File: src/rtl/branch_resolve_unit_pkg.sv
// Shared types for the branch resolve unit.
// Widths match the BTB lookup path; FSM encoding RUN=0, FLUSH=1.
package branch_resolve_unit_pkg;

    localparam int PC_WIDTH_DEF      = 32;
    localparam int BTB_IDX_WIDTH_DEF = 6;

    typedef struct packed {
        logic                    valid;
        logic [PC_WIDTH_DEF-1:0] pc;
        logic                    pred_taken;
        logic [PC_WIDTH_DEF-1:0] pred_target;
    } pred_slot_t;

    typedef enum logic {
        ST_RUN   = 1'b0,
        ST_FLUSH = 1'b1
    } bru_state_t;

endpackage

File: src/rtl/bru_pred_pipe.sv
// Two-slot (ID, EX) prediction pipeline.
// Slots advance when not stalled; kill drops both slots' valid bits.
module bru_pred_pipe
    import branch_resolve_unit_pkg::*;
(
    input  logic       clk,
    input  logic       rst,
    input  logic       stall,
    input  logic       kill,
    input  pred_slot_t if_slot,
    output pred_slot_t ex_slot
);

    pred_slot_t id_q, id_d;
    pred_slot_t ex_q, ex_d;

    // Shift IF->ID->EX unless held; a kill empties both slots.
    always_comb begin
        id_d = id_q;
        ex_d = ex_q;
        if (!stall) begin
            id_d = if_slot;
            ex_d = id_q;
        end
        if (kill) begin
            id_d.valid = 1'b0;
            ex_d.valid = 1'b0;
        end
    end

    // Slot registers.
    always_ff @(posedge clk or posedge rst) begin
        if (rst) begin
            id_q <= '0;
            ex_q <= '0;
        end else begin
            id_q <= id_d;
            ex_q <= ex_d;
        end
    end

    assign ex_slot = ex_q;

endmodule

File: src/rtl/branch_resolve_unit.sv
// Resolves BTB predictions in EX: BTB write-back, redirect, flush FSM.
// Optional perf counters enabled by defining BRU_PERF_CNT_EN.
module branch_resolve_unit
    import branch_resolve_unit_pkg::*;
#(
    parameter int PC_WIDTH      = PC_WIDTH_DEF,
    parameter int BTB_IDX_WIDTH = BTB_IDX_WIDTH_DEF,
    parameter int FLUSH_CYCLES  = 2
) (
    input  logic                     clk,
    input  logic                     rst,
    input  logic                     stall,
    input  logic                     if_valid,
    input  logic [PC_WIDTH-1:0]      if_pc,
    input  logic                     if_pred_taken,
    input  logic [PC_WIDTH-1:0]      if_pred_target,
    input  logic                     ex_is_branch,
    input  logic                     ex_actual_taken,
    input  logic [PC_WIDTH-1:0]      ex_actual_target,
    output logic                     btb_upd_en,
    output logic [BTB_IDX_WIDTH-1:0] btb_upd_tag,
    output logic [PC_WIDTH-1:0]      btb_upd_target,
    output logic                     btb_upd_valid,
    output logic                     redirect_valid,
    output logic [PC_WIDTH-1:0]      redirect_pc,
    output logic                     flush,
    output logic [PC_WIDTH-1:0]      ex_slot_pc
`ifdef BRU_PERF_CNT_EN
    ,
    output logic [31:0]              perf_branches,
    output logic [31:0]              perf_mispredicts,
    output logic [31:0]              perf_aliases
`endif
);

    localparam logic [2:0] FLUSH_LOAD = 3'(FLUSH_CYCLES - 1);

    bru_state_t state_q, state_d;
    logic [2:0] cnt_q, cnt_d;

    pred_slot_t if_slot;
    pred_slot_t ex_slot;

    logic                eval;
    logic                act_taken;
    logic                mispredict;
    logic [PC_WIDTH-1:0] seq_pc;
    logic [PC_WIDTH-1:0] fix_pc;

    logic                     redirect_valid_q, redirect_valid_d;
    logic [PC_WIDTH-1:0]      redirect_pc_q, redirect_pc_d;
    logic                     btb_upd_en_q, btb_upd_en_d;
    logic [BTB_IDX_WIDTH-1:0] btb_upd_tag_q, btb_upd_tag_d;
    logic [PC_WIDTH-1:0]      btb_upd_target_q, btb_upd_target_d;
    logic                     btb_upd_valid_q, btb_upd_valid_d;

    // Fetch capture; wrong-path fetches during FLUSH enter as bubbles.
    always_comb begin
        if_slot             = '0;
        if_slot.valid       = if_valid && (state_q == ST_RUN);
        if_slot.pc          = if_pc;
        if_slot.pred_taken  = if_pred_taken;
        if_slot.pred_target = if_pred_target;
    end

    bru_pred_pipe u_pipe (
        .clk     (clk),
        .rst     (rst),
        .stall   (stall),
        .kill    (mispredict),
        .if_slot (if_slot),
        .ex_slot (ex_slot)
    );

    // Compare the carried prediction against the resolved outcome.
    always_comb begin
        eval       = (state_q == ST_RUN) && !stall && ex_slot.valid;
        act_taken  = ex_is_branch && ex_actual_taken;
        seq_pc     = ex_slot.pc + PC_WIDTH'(4);
        fix_pc     = seq_pc;
        mispredict = ex_slot.pred_taken;
        if (act_taken) begin
            fix_pc     = ex_actual_target;
            mispredict = !ex_slot.pred_taken
                      || (ex_slot.pred_target != ex_actual_target);
        end
        mispredict = mispredict && eval;
    end

    // Single-cycle redirect and BTB write pulses.
    always_comb begin
        redirect_valid_d = mispredict;
        redirect_pc_d    = mispredict ? fix_pc : '0;
        btb_upd_en_d     = mispredict;
        btb_upd_tag_d    = '0;
        btb_upd_target_d = '0;
        btb_upd_valid_d  = mispredict && act_taken;
        if (mispredict) begin
            btb_upd_tag_d    = ex_slot.pc[BTB_IDX_WIDTH+1:2];
            btb_upd_target_d = ex_actual_target;
        end
    end

    // Flush FSM next state; stall freezes it while flushing.
    always_comb begin
        state_d = state_q;
        cnt_d   = cnt_q;
        unique case (state_q)
            ST_RUN: begin
                if (mispredict) begin
                    state_d = ST_FLUSH;
                    cnt_d   = FLUSH_LOAD;
                end
            end
            ST_FLUSH: begin
                if (!stall) begin
                    if (cnt_q == 3'd0) begin
                        state_d = ST_RUN;
                    end else begin
                        cnt_d = cnt_q - 3'd1;
                    end
                end
            end
            default: state_d = ST_RUN;
        endcase
    end

    // State and output registers.
    always_ff @(posedge clk or posedge rst) begin
        if (rst) begin
            state_q          <= ST_RUN;
            cnt_q            <= '0;
            redirect_valid_q <= 1'b0;
            redirect_pc_q    <= '0;
            btb_upd_en_q     <= 1'b0;
            btb_upd_tag_q    <= '0;
            btb_upd_target_q <= '0;
            btb_upd_valid_q  <= 1'b0;
        end else begin
            state_q          <= state_d;
            cnt_q            <= cnt_d;
            redirect_valid_q <= redirect_valid_d;
            redirect_pc_q    <= redirect_pc_d;
            btb_upd_en_q     <= btb_upd_en_d;
            btb_upd_tag_q    <= btb_upd_tag_d;
            btb_upd_target_q <= btb_upd_target_d;
            btb_upd_valid_q  <= btb_upd_valid_d;
        end
    end

    assign redirect_valid = redirect_valid_q;
    assign redirect_pc    = redirect_pc_q;
    assign btb_upd_en     = btb_upd_en_q;
    assign btb_upd_tag    = btb_upd_tag_q;
    assign btb_upd_target = btb_upd_target_q;
    assign btb_upd_valid  = btb_upd_valid_q;
    assign flush          = (state_q == ST_FLUSH);
    assign ex_slot_pc     = ex_slot.pc;

`ifdef BRU_PERF_CNT_EN
    logic [31:0] br_cnt_q, br_cnt_d;
    logic [31:0] mp_cnt_q, mp_cnt_d;
    logic [31:0] al_cnt_q, al_cnt_d;

    // Saturating event counters.
    always_comb begin
        br_cnt_d = br_cnt_q;
        mp_cnt_d = mp_cnt_q;
        al_cnt_d = al_cnt_q;
        if (eval && ex_is_branch && (br_cnt_q != '1)) begin
            br_cnt_d = br_cnt_q + 32'd1;
        end
        if (mispredict && (mp_cnt_q != '1)) begin
            mp_cnt_d = mp_cnt_q + 32'd1;
        end
        if (mispredict && !ex_is_branch && (al_cnt_q != '1)) begin
            al_cnt_d = al_cnt_q + 32'd1;
        end
    end

    // Counter registers.
    always_ff @(posedge clk or posedge rst) begin
        if (rst) begin
            br_cnt_q <= '0;
            mp_cnt_q <= '0;
            al_cnt_q <= '0;
        end else begin
            br_cnt_q <= br_cnt_d;
            mp_cnt_q <= mp_cnt_d;
            al_cnt_q <= al_cnt_d;
        end
    end

    assign perf_branches    = br_cnt_q;
    assign perf_mispredicts = mp_cnt_q;
    assign perf_aliases     = al_cnt_q;
`endif

endmodule
File: config.mk
export PLATFORM = sky130hd
export DESIGN_NAME = branch_resolve_unit
export DESIGN_NICKNAME = d
export VERILOG_FILES = /design/src/rtl/branch_resolve_unit_pkg.sv /design/src/rtl/bru_pred_pipe.sv /design/src/rtl/branch_resolve_unit.sv
export SDC_FILE = /design/constraint.sdc
export NUM_CORES = 1
export LEC_CHECK = 0
export ABC_AREA = 1
export CORE_MARGIN = 2
export CORE_UTILIZATION = 51
export DETAILED_ROUTE_END_ITERATION = 12
export PLACE_DENSITY = 0.9
export SYNTH_ARGS = -nofsm -noshare
export SYNTH_HDL_FRONTEND = slang
export SYNTH_HIERARCHICAL = 1
export SYNTH_SLANG_ARGS = --single-unit
File: constraint.sdc
create_clock -name clk -period 5 [get_ports clk]
set_input_delay 1 -clock clk [delete_from_list [all_inputs] [get_ports clk]]
set_output_delay 1 -clock clk [all_outputs]
set_load 0.01 [all_outputs]
==> summary by stage, run 1 <==
CTS
The clock tree from TritonCTS is done. The H-tree depth is 1. For the worst-skew pair, the clock arrives at the later sink with an insertion delay of 500 ps. The TritonCTS buffer count is 22.

The number of sinks handled by clock tree synthesis is around 210. Clock-pin slew was measured on the worst setup and hold paths at 60 ps. After clock tree synthesis, the setup repair step added 0 buffers. The maximum root-to-sink buffer count is 3.

The root buffer selected by CTS is clkbuf_16. The number of buffers added to fix hold violations after cts is 0. In this run, post-CTS repair resized a total of 0 instances.

Detailed routing
The total via count in the routed design is 7863. In the final routed layout, each cell accounts on average for approximately 17 um. The remaining antenna violation count after routing is 0. The DRC marker count from the first detailed-route iteration is approximately 460. The DRC violations left is 0. The detailed-route wire length is between 20000 and 30000 um. For this run, the detailed router's first-pass iteration total came to 5. The vias per cell is 5.07.

Timing
The final setup skew is around 12 ps. The relative max-transition margin is 0.372. For the finished layout, the period the worst path requires is 3140 ps. The total count of hold-check failures in the final report is 0. The slack of the critical path is between 1500 and 2000 ps. The period utilization is 0.628. The max-slew violation total from the final report is 0.

The number of failing setup endpoints in the final timing report is 0. Setup repair after global routing left no endpoint under its margin. The achievable frequency is 319 MHz. The aggregate negative setup slack is 0 ps. The measured slew at the worst slew-check pin is around 940 ps.

GRT
The first global-routing pass estimated 41600 um of wire. The number of antenna violations at the first check in global routing is 0. The number of global-route vias before repair came to about 8000. The final global-route overflow total is 0. Across every metal layer, demand over resource in global routing totals 0.271. Entering global routing, the biggest net connects ~110 pins.

Setup path
The top fanout value on the critical path is 44. Measured in cells, the most critical reg-to-reg path has a length of 13. The largest single stage delay on the critical path is between 600 and 700 ps. In this run the critical register-to-register path is captured at u_pipe/id_q[65]$_DFFE_PP0P_. Traced cell by cell, the critical path runs through clkdlybuf4s50_1 > inv_1 > nand2_1 > nand2_1 > nor2_1 > nand2_1 > nor2_1 > nand2_1 > nor2_1 > nand2_1 > nand2_2 > inv_1 > nor2_1 > nand2_1 > nand2_1.

The worst register-to-register path begins at u_pipe/ex_slot[0]$_DFFE_PP0N_. By instance count, the cell type seen most on the critical path is nand2_1. On the critical path, the stage with the largest delay is an instance of nand2_2. STA classifies the critical path endpoint as a register.

For the worst setup path, the data required time is approximately 5400 ps. The setup path with the least slack is of type input port to register. The worst setup path is launched from an input port.

Data on the critical path arrives at its endpoint at ~3600 ps. The setup slack of the most critical reg-to-reg path is about 2500 ps.

Cells and area
The area growth from synthesis to layout is 31.7%. The layout has ~1300 filler cells. 0 antenna diodes ended up in the layout.

After the last flow step, the layout net total stands at 1415. Measured on the finished design, the core utilization comes to 0.680. The count of non-filler cells in the finished layout is 1552. Of the cells placed in the final design, the portion with a size suffix greater than 1 is 0.0461. The total area of multi-input combinational cells is approximately 2900 sq um. The sequential cell area is between 5000 and 6000 sq um.

Yosys
The cell with the most instances after synthesis is nand2_1. In the synthesized netlist, the number of instances is between 1000 and 1500. The total of warnings raised by yosys is 6. After synthesis the cells add up to 9240 sq um.

The top-area cell type share of the netlist area is 0.563. The number of distinct library cells after synthesis is 31. After synthesis, the most frequently instantiated cells are nand2_1 (285), inv_1 (218), dfrtp_1 (208).

The largest area contributor in the synthesized netlist is dfrtp_1. The number of enable flip-flop cells after synthesis is 0. Among all flip-flop cells after synthesis, the most frequent one is dfrtp_1.

The post-synthesis average cell area is between 8 and 9 sq um. The share of synthesized flip-flops with an asynchronous set or reset is 1.00. The number of synthesized register bits is 208. The number of nets handed over by synthesis was 1218. By area the synthesized netlist is led by dfrtp_1 (56%), nand2_1 (12%), inv_1 (8.9%), o21ai_0 (6.4%), nor2_1 (4.2%). For this run, the register share of the synthesized area comes to 0.563.

Floorplan
The floorplan step set the die height to 139 um. The floorplan step set the die width to 139 um. The number of ports placed on the die boundary is about 210. The area of the core is approximately 18000 sq um. For this configuration, the core starts out at a cell density of 0.516. The area enclosed by the die boundary is roughly 19000 sq um. The cell row count is 49.

Pwr
The power per cell area is ~360 nW/um^2. The worst-case IR drop observed on VDD is between 0.3 and 0.4 mV. Summed over all cells, the static leakage comes to around 6.1 nW.

The overall power after layout is about 4.3 mW.

Placement
The minimum setup slack after placement is 1390 ps. In this run, placement finished with an instance count of 1514. Once detailed placement completed, the half-perimeter wirelength came to approximately 19000 um. Port buffering added 208 buffers. The routability congestion estimate from global placement is 0.907.

Job
The number of max-capacitance violations reported is 0.

Outcome
The flow ran to the end, and the final reports show no timing, DRC or antenna violations.

Worst hold path
The worst hold path depth is 2. The min-delay analysis places its worst path in the category register to register. The startpoint identified for the worst hold timing path is cnt_q[1]$_DFFE_PP0P_. The end point of the most critical hold path is cnt_q[1]$_DFFE_PP0P_.
==> flip-flops by register name, summed over array words and instances, names as in the netlist, 3 cells and up <==
signal	count
u_pipe/ex_slot	66
u_pipe/id_q	66
btb_upd_target	32
redirect_pc	32
btb_upd_tag	6
cnt_q	3
==> where the power goes <==
part           leakage, nW  internal (mW)  switching (mW)
combinational         3.02          0.302           0.370
clock                0.374           1.05           0.652
sequential            2.68           1.83           0.143
total                 6.07           3.18            1.16
==> metal layers <==
metal / track usage / share of wire
met1: 0.347 / 0.40
met2: 0.461 / 0.48
met4: 0.100 / 0.039
met3: 0.0539 / 0.073
met5: 0 / 0
==> worst max-delay path, delay by kind of cell <==
kind	cells	cell delay [ps]
and+or+nand+nor	12	1710
buffers and inverters	3	830
==> layout by cell type (no fill, tap or decap), types with 2 or more instances in the layout <==
cell	synthesis	routed
a211oi_1	12	12
a211oi_2	2	2
a21oi_1	14	14
buf_4	3	9
bufinv_16	0	3
clkbuf_1	17	3
clkbuf_16	0	23
clkbuf_8	0	4
clkdlybuf4s50_1	0	207
clkinv_2	0	5
dfrtp_1	208	208
ha_1	3	3
inv_1	218	216
inv_2	3	3
nand2_1	285	285
nand3_1	19	19
nand3_2	2	2
nand4_1	6	6
nor2_1	103	103
nor2_2	2	2
nor3_1	12	12
nor3_2	2	2
o21ai_0	119	119
o21ai_1	21	21
o22ai_1	2	2
xnor2_1	18	18
xor2_1	10	10
==> cell type report <==
class,instances,area share
sequential,208,0.427
multi-input combinational,639,0.241
timing repair buffer,217,0.177
inverter,221,0.0686
clock buffer,30,0.0527
tap,229,0.0235
clock inverter,8,0.00966
==> cell families after synthesis <==
logic type               Yosys count  share of synthesized area
buffers and inverters            265                      0.119
AO/OA/AOI/OAI                    173                     0.0999
XOR/XNOR                          28                     0.0265
flip-flops                       208                      0.563
AND/OR/NAND/NOR                  435                      0.187
adder cells (fa/ha/maj)            3                    0.00406
==> how the worst max path moves through the flow <==
stage	start	endpoint	slack, ps	cells past startpoint
finish	ex_actual_target[1]	u_pipe/id_q[65]$_DFFE_PP0P_	1860	15
global route	ex_actual_target[1]	u_pipe/id_q[65]$_DFFE_PP0P_	1630	15
CTS	ex_actual_target[1]	u_pipe/id_q[65]$_DFFE_PP0P_	1880	15
global placement	ex_actual_target[23]	u_pipe/id_q[65]$_DFFE_PP0P_	1480	15
floorplan	rst	u_pipe/ex_slot[0]$_DFFE_PP0N_	470	1
detailed placement	ex_actual_target[28]	u_pipe/id_q[65]$_DFFE_PP0P_	1390	15
==> metrics by stage <==
stage	cell area [sq um]	hold slack (ps)
final	12200	472
after CTS	12200	473
after global routing	12200	496
after floorplan	9240	442
after global placement	11400	457
after detailed placement	11400	459
Power figures use the tool's default switching activity.
==> run 2: changes to the inputs <==
- clock period: 5 -> 2.91 ns (I/O delays scaled with it)
==> run 2 against run 1 <==
Effect of this change: total power rose by 74%; critical endpoint is now ex_slot_pc[23]; die area did not move; sequential cell count unchanged; wire length decreased by 1.7%; largest cell class unchanged; clock power grew 78%; worst setup slack got worse by 1200 ps.
==> summary by stage, run 2 (synthesis gave the netlist of run 1 again) <==
Setup path
The number of buffer and inverter instances along the worst setup path is 1 (-2). The data arrival time of the critical path is 1660 ps (-1910 ps). The worst setup path is launched from a register. The slowest stage of the critical path belongs to the cell clkdlybuf4s50_1. The depth of the most critical reg-to-reg path is 8 (-5). The startpoint identified for the worst register-to-register timing path is u_pipe/ex_slot[36]$_DFFE_PP0N_. Walking the worst path, the cells encountered are clkdlybuf4s50_1. The required time of the critical path was 2330 ps (-3100 ps).

The setup path with the least slack is of type register to output port. The setup slack of the most critical reg-to-reg path is 900 ps (-1590 ps). The nature of the critical path endpoint is an output port.

The critical register-to-register path endpoint is redirect_pc[22]$_DFF_PP0_. The top cell family by delay on the critical path is buffers and inverters. The longest individual stage delay on the worst path was 610 ps (-20 ps). The top fanout value on the critical path was 6 (-86%).

Pwr
The cell-internal power came to 5.52 mW (+74%). The peak supply drop came to 0.443 mV (+42%). The relative contribution of sequential cells to total power is 0.447 (-0.007). The net switching power is 2.05 mW (+76%). The static power due to leakage came to 6.13 nW (+0.90%). The logic gate share of total power is 0.154 (about the same). The fraction of power spent switching nets is 0.271 (+0.00287). The relative contribution of the clock network to total power is 0.399 (+0.007). The power per cell area is 616 nW/um^2 (+73%).

CTS
The count of buffers added by post-CTS timing repair for setup is 0 (unchanged). The number of buffers added to fix hold violations after cts is 0 (unchanged). The maximum root-to-sink buffer count is 3 (unchanged).

The clock-pin slew on the worst setup and hold paths is 60 ps (about the same). The cell sitting at the root of the clock tree is a clkbuf_16. The number of sinks handled by clock tree synthesis came to 208 (unchanged). The H-tree depth is 1 (unchanged). The post-cts repair resize count is 0 (unchanged). The TritonCTS buffer count was 23 (+4.5%).

The later-pin clock latency in the skew report was 500 ps (about the same). The clock tree from TritonCTS is done.

Detailed routing
The vias per cell is 5.01 (-1.2%). The first-pass iteration count of the detailed router was 5 (unchanged). The DRC marker count from the first detailed-route iteration came to 643 (+39%). The DRC violations left is 0 (unchanged). The average wire per cell in the routed design is 16.6 um (-2.0%). The total via count in the routed design is 7797 (-0.84%). The remaining antenna violation count after routing is 0 (unchanged). The detailed-route wire length came to 25800 um (-1.7%).

Cells and area
The library cells used most frequently in the layout, excluding fill and tap cells, are nand2_1 (285), inv_1 (216), dfrtp_1 (208). The fraction of final layout cells sized beyond drive strength 1 is 0.0505 (+0.00434). The area growth from synthesis to layout is 33.1%.

The most common cell after layout, fill and taps aside is nand2_1. The number of antenna cells inserted is 0 (unchanged). The count of nets after finishing was 1418 (+0.21%). The count of non-filler cells in the finished layout is 1557 (+0.32%).

Timing
The max-slew violation total from the final report is 0 (unchanged). The relative max-transition margin is 0.695 (+0.323). The number of failing setup endpoints in the final timing report is 0 (unchanged).

The total count of hold-check failures in the final report is 0 (unchanged). The period utilization is 0.769. Setup repair after global routing left no endpoint under its margin. Derived from the worst setup path, the maximum achievable clock frequency is between 400 and 500 MHz. The worst path needs 2240 ps of the cycle, external delays included. The final setup skew is 9.17 ps (-2.91 ps). The aggregate negative setup slack is 0 ps (unchanged). The measured slew at the worst slew-check pin is 457 ps (-485 ps).

Floorplan
The cell row count is 49 (unchanged). The starting density of the core is 0.516 (unchanged). The die span in x is 139 um (unchanged). The area enclosed by the die boundary is 19200 sq um (unchanged). The die boundary height came to 139 um (unchanged). The number of ports placed on the die boundary came to 209 (unchanged). The area of the core is 17900 sq um (unchanged).

GRT
The number of antenna violations at the first check in global routing came to 0 (unchanged). The pin count of the biggest net entering global routing is 105 (-5.4%). The aggregate global-route resource usage is 0.274 (+0.00343).

The wire length of the first global-routing pass is 42200 um (+1.5%). The final global-route overflow total was 0 (unchanged). The number of global-route vias before repair is 8113 (+1.6%).

Job
The number of max-capacitance violations reported came to 0 (unchanged).

Placement
The post-DP HPWL came to 18600 um (-0.83%). The quantity of I/O buffers inserted on ports is 208 (unchanged). The routability congestion estimate from global placement came to 0.962 (+6.1%).

The post-placement cell count is 1516 (+0.13%).

Outcome
The run finished with clean final reports.

Worst hold path
The class of the tightest hold or removal check is input port to asynchronous set/reset pin.
-- run 2: worst max-delay path by stage --
stage	startpoint	cells past startpoint	slack (ps)	to
2_1_floorplan	rst	1	390	btb_upd_en$_DFF_PP0_
3_3_place_gp	ex_actual_target[29]	16	390	cnt_q[0]$_DFFE_PP0P_
3_5_place_dp	ex_actual_target[11]	16	270	cnt_q[0]$_DFFE_PP0P_
4_1_cts	u_pipe/ex_slot[40]$_DFFE_PP0N_	1	670	ex_slot_pc[7]
5_1_grt	ex_actual_target[27]	16	560	cnt_q[1]$_DFFE_PP0P_
6_report	u_pipe/ex_slot[56]$_DFFE_PP0N_	1	670	ex_slot_pc[23]
-- run 2: area by class of cell --
type / count / area (sq um)
Fill cell: 1344 / 5600
Inverter: 221 / 835
Timing Repair Buffer: 219 / 2240
Multi-Input combinational cell: 639 / 2940
Clock buffer: 30 / 652
Tap cell: 229 / 287
Clock inverter: 11 / 148
Sequential cell: 208 / 5200
-- run 2: per-layer routing --
layer | share of wire | GRT usage | up-vias | wire [um]
li1 | - | - | 3759 | -
met2 | 0.48 | 0.465 | 302 | 12500
met1 | 0.40 | 0.353 | 3663 | 10400
met3 | 0.071 | 0.0477 | 73 | 1830
met5 | 0 | 0 | - | 0
met4 | 0.044 | 0.113 | 0 | 1130
-- run 2: power by group through the flow --
stage | sequential, mW | clock, mW | combinational, mW
6_report | 3.39 | 3.02 | 1.17
2_1_floorplan | 3.39 | 0 | 0.581
5_1_grt | 3.42 | 3.19 | 1.30
4_1_cts | 3.38 | 3.07 | 1.17
3_5_place_dp | 3.43 | 0 | 1.16
3_3_place_gp | 3.42 | 0 | 1.10
-- run 2: per-stage QoR --
| stage | power (mW) | util | worst slack [ps] | hold slack (ps) | instance area (sq um) |
|---|---|---|---|---|---|
| after CTS | 7.61 | 0.687 | 671 | 424 | 12300 |
| after floorplan | 3.97 | - | 390 | 442 | 9250 |
| final | 7.58 | 0.687 | 671 | 424 | 12300 |
| after detailed placement | 4.58 | 0.643 | 268 | 473 | 11500 |
| after global routing | 7.90 | 0.687 | 556 | 429 | 12300 |
| after global placement | 4.52 | 0.643 | 386 | 462 | 11500 |
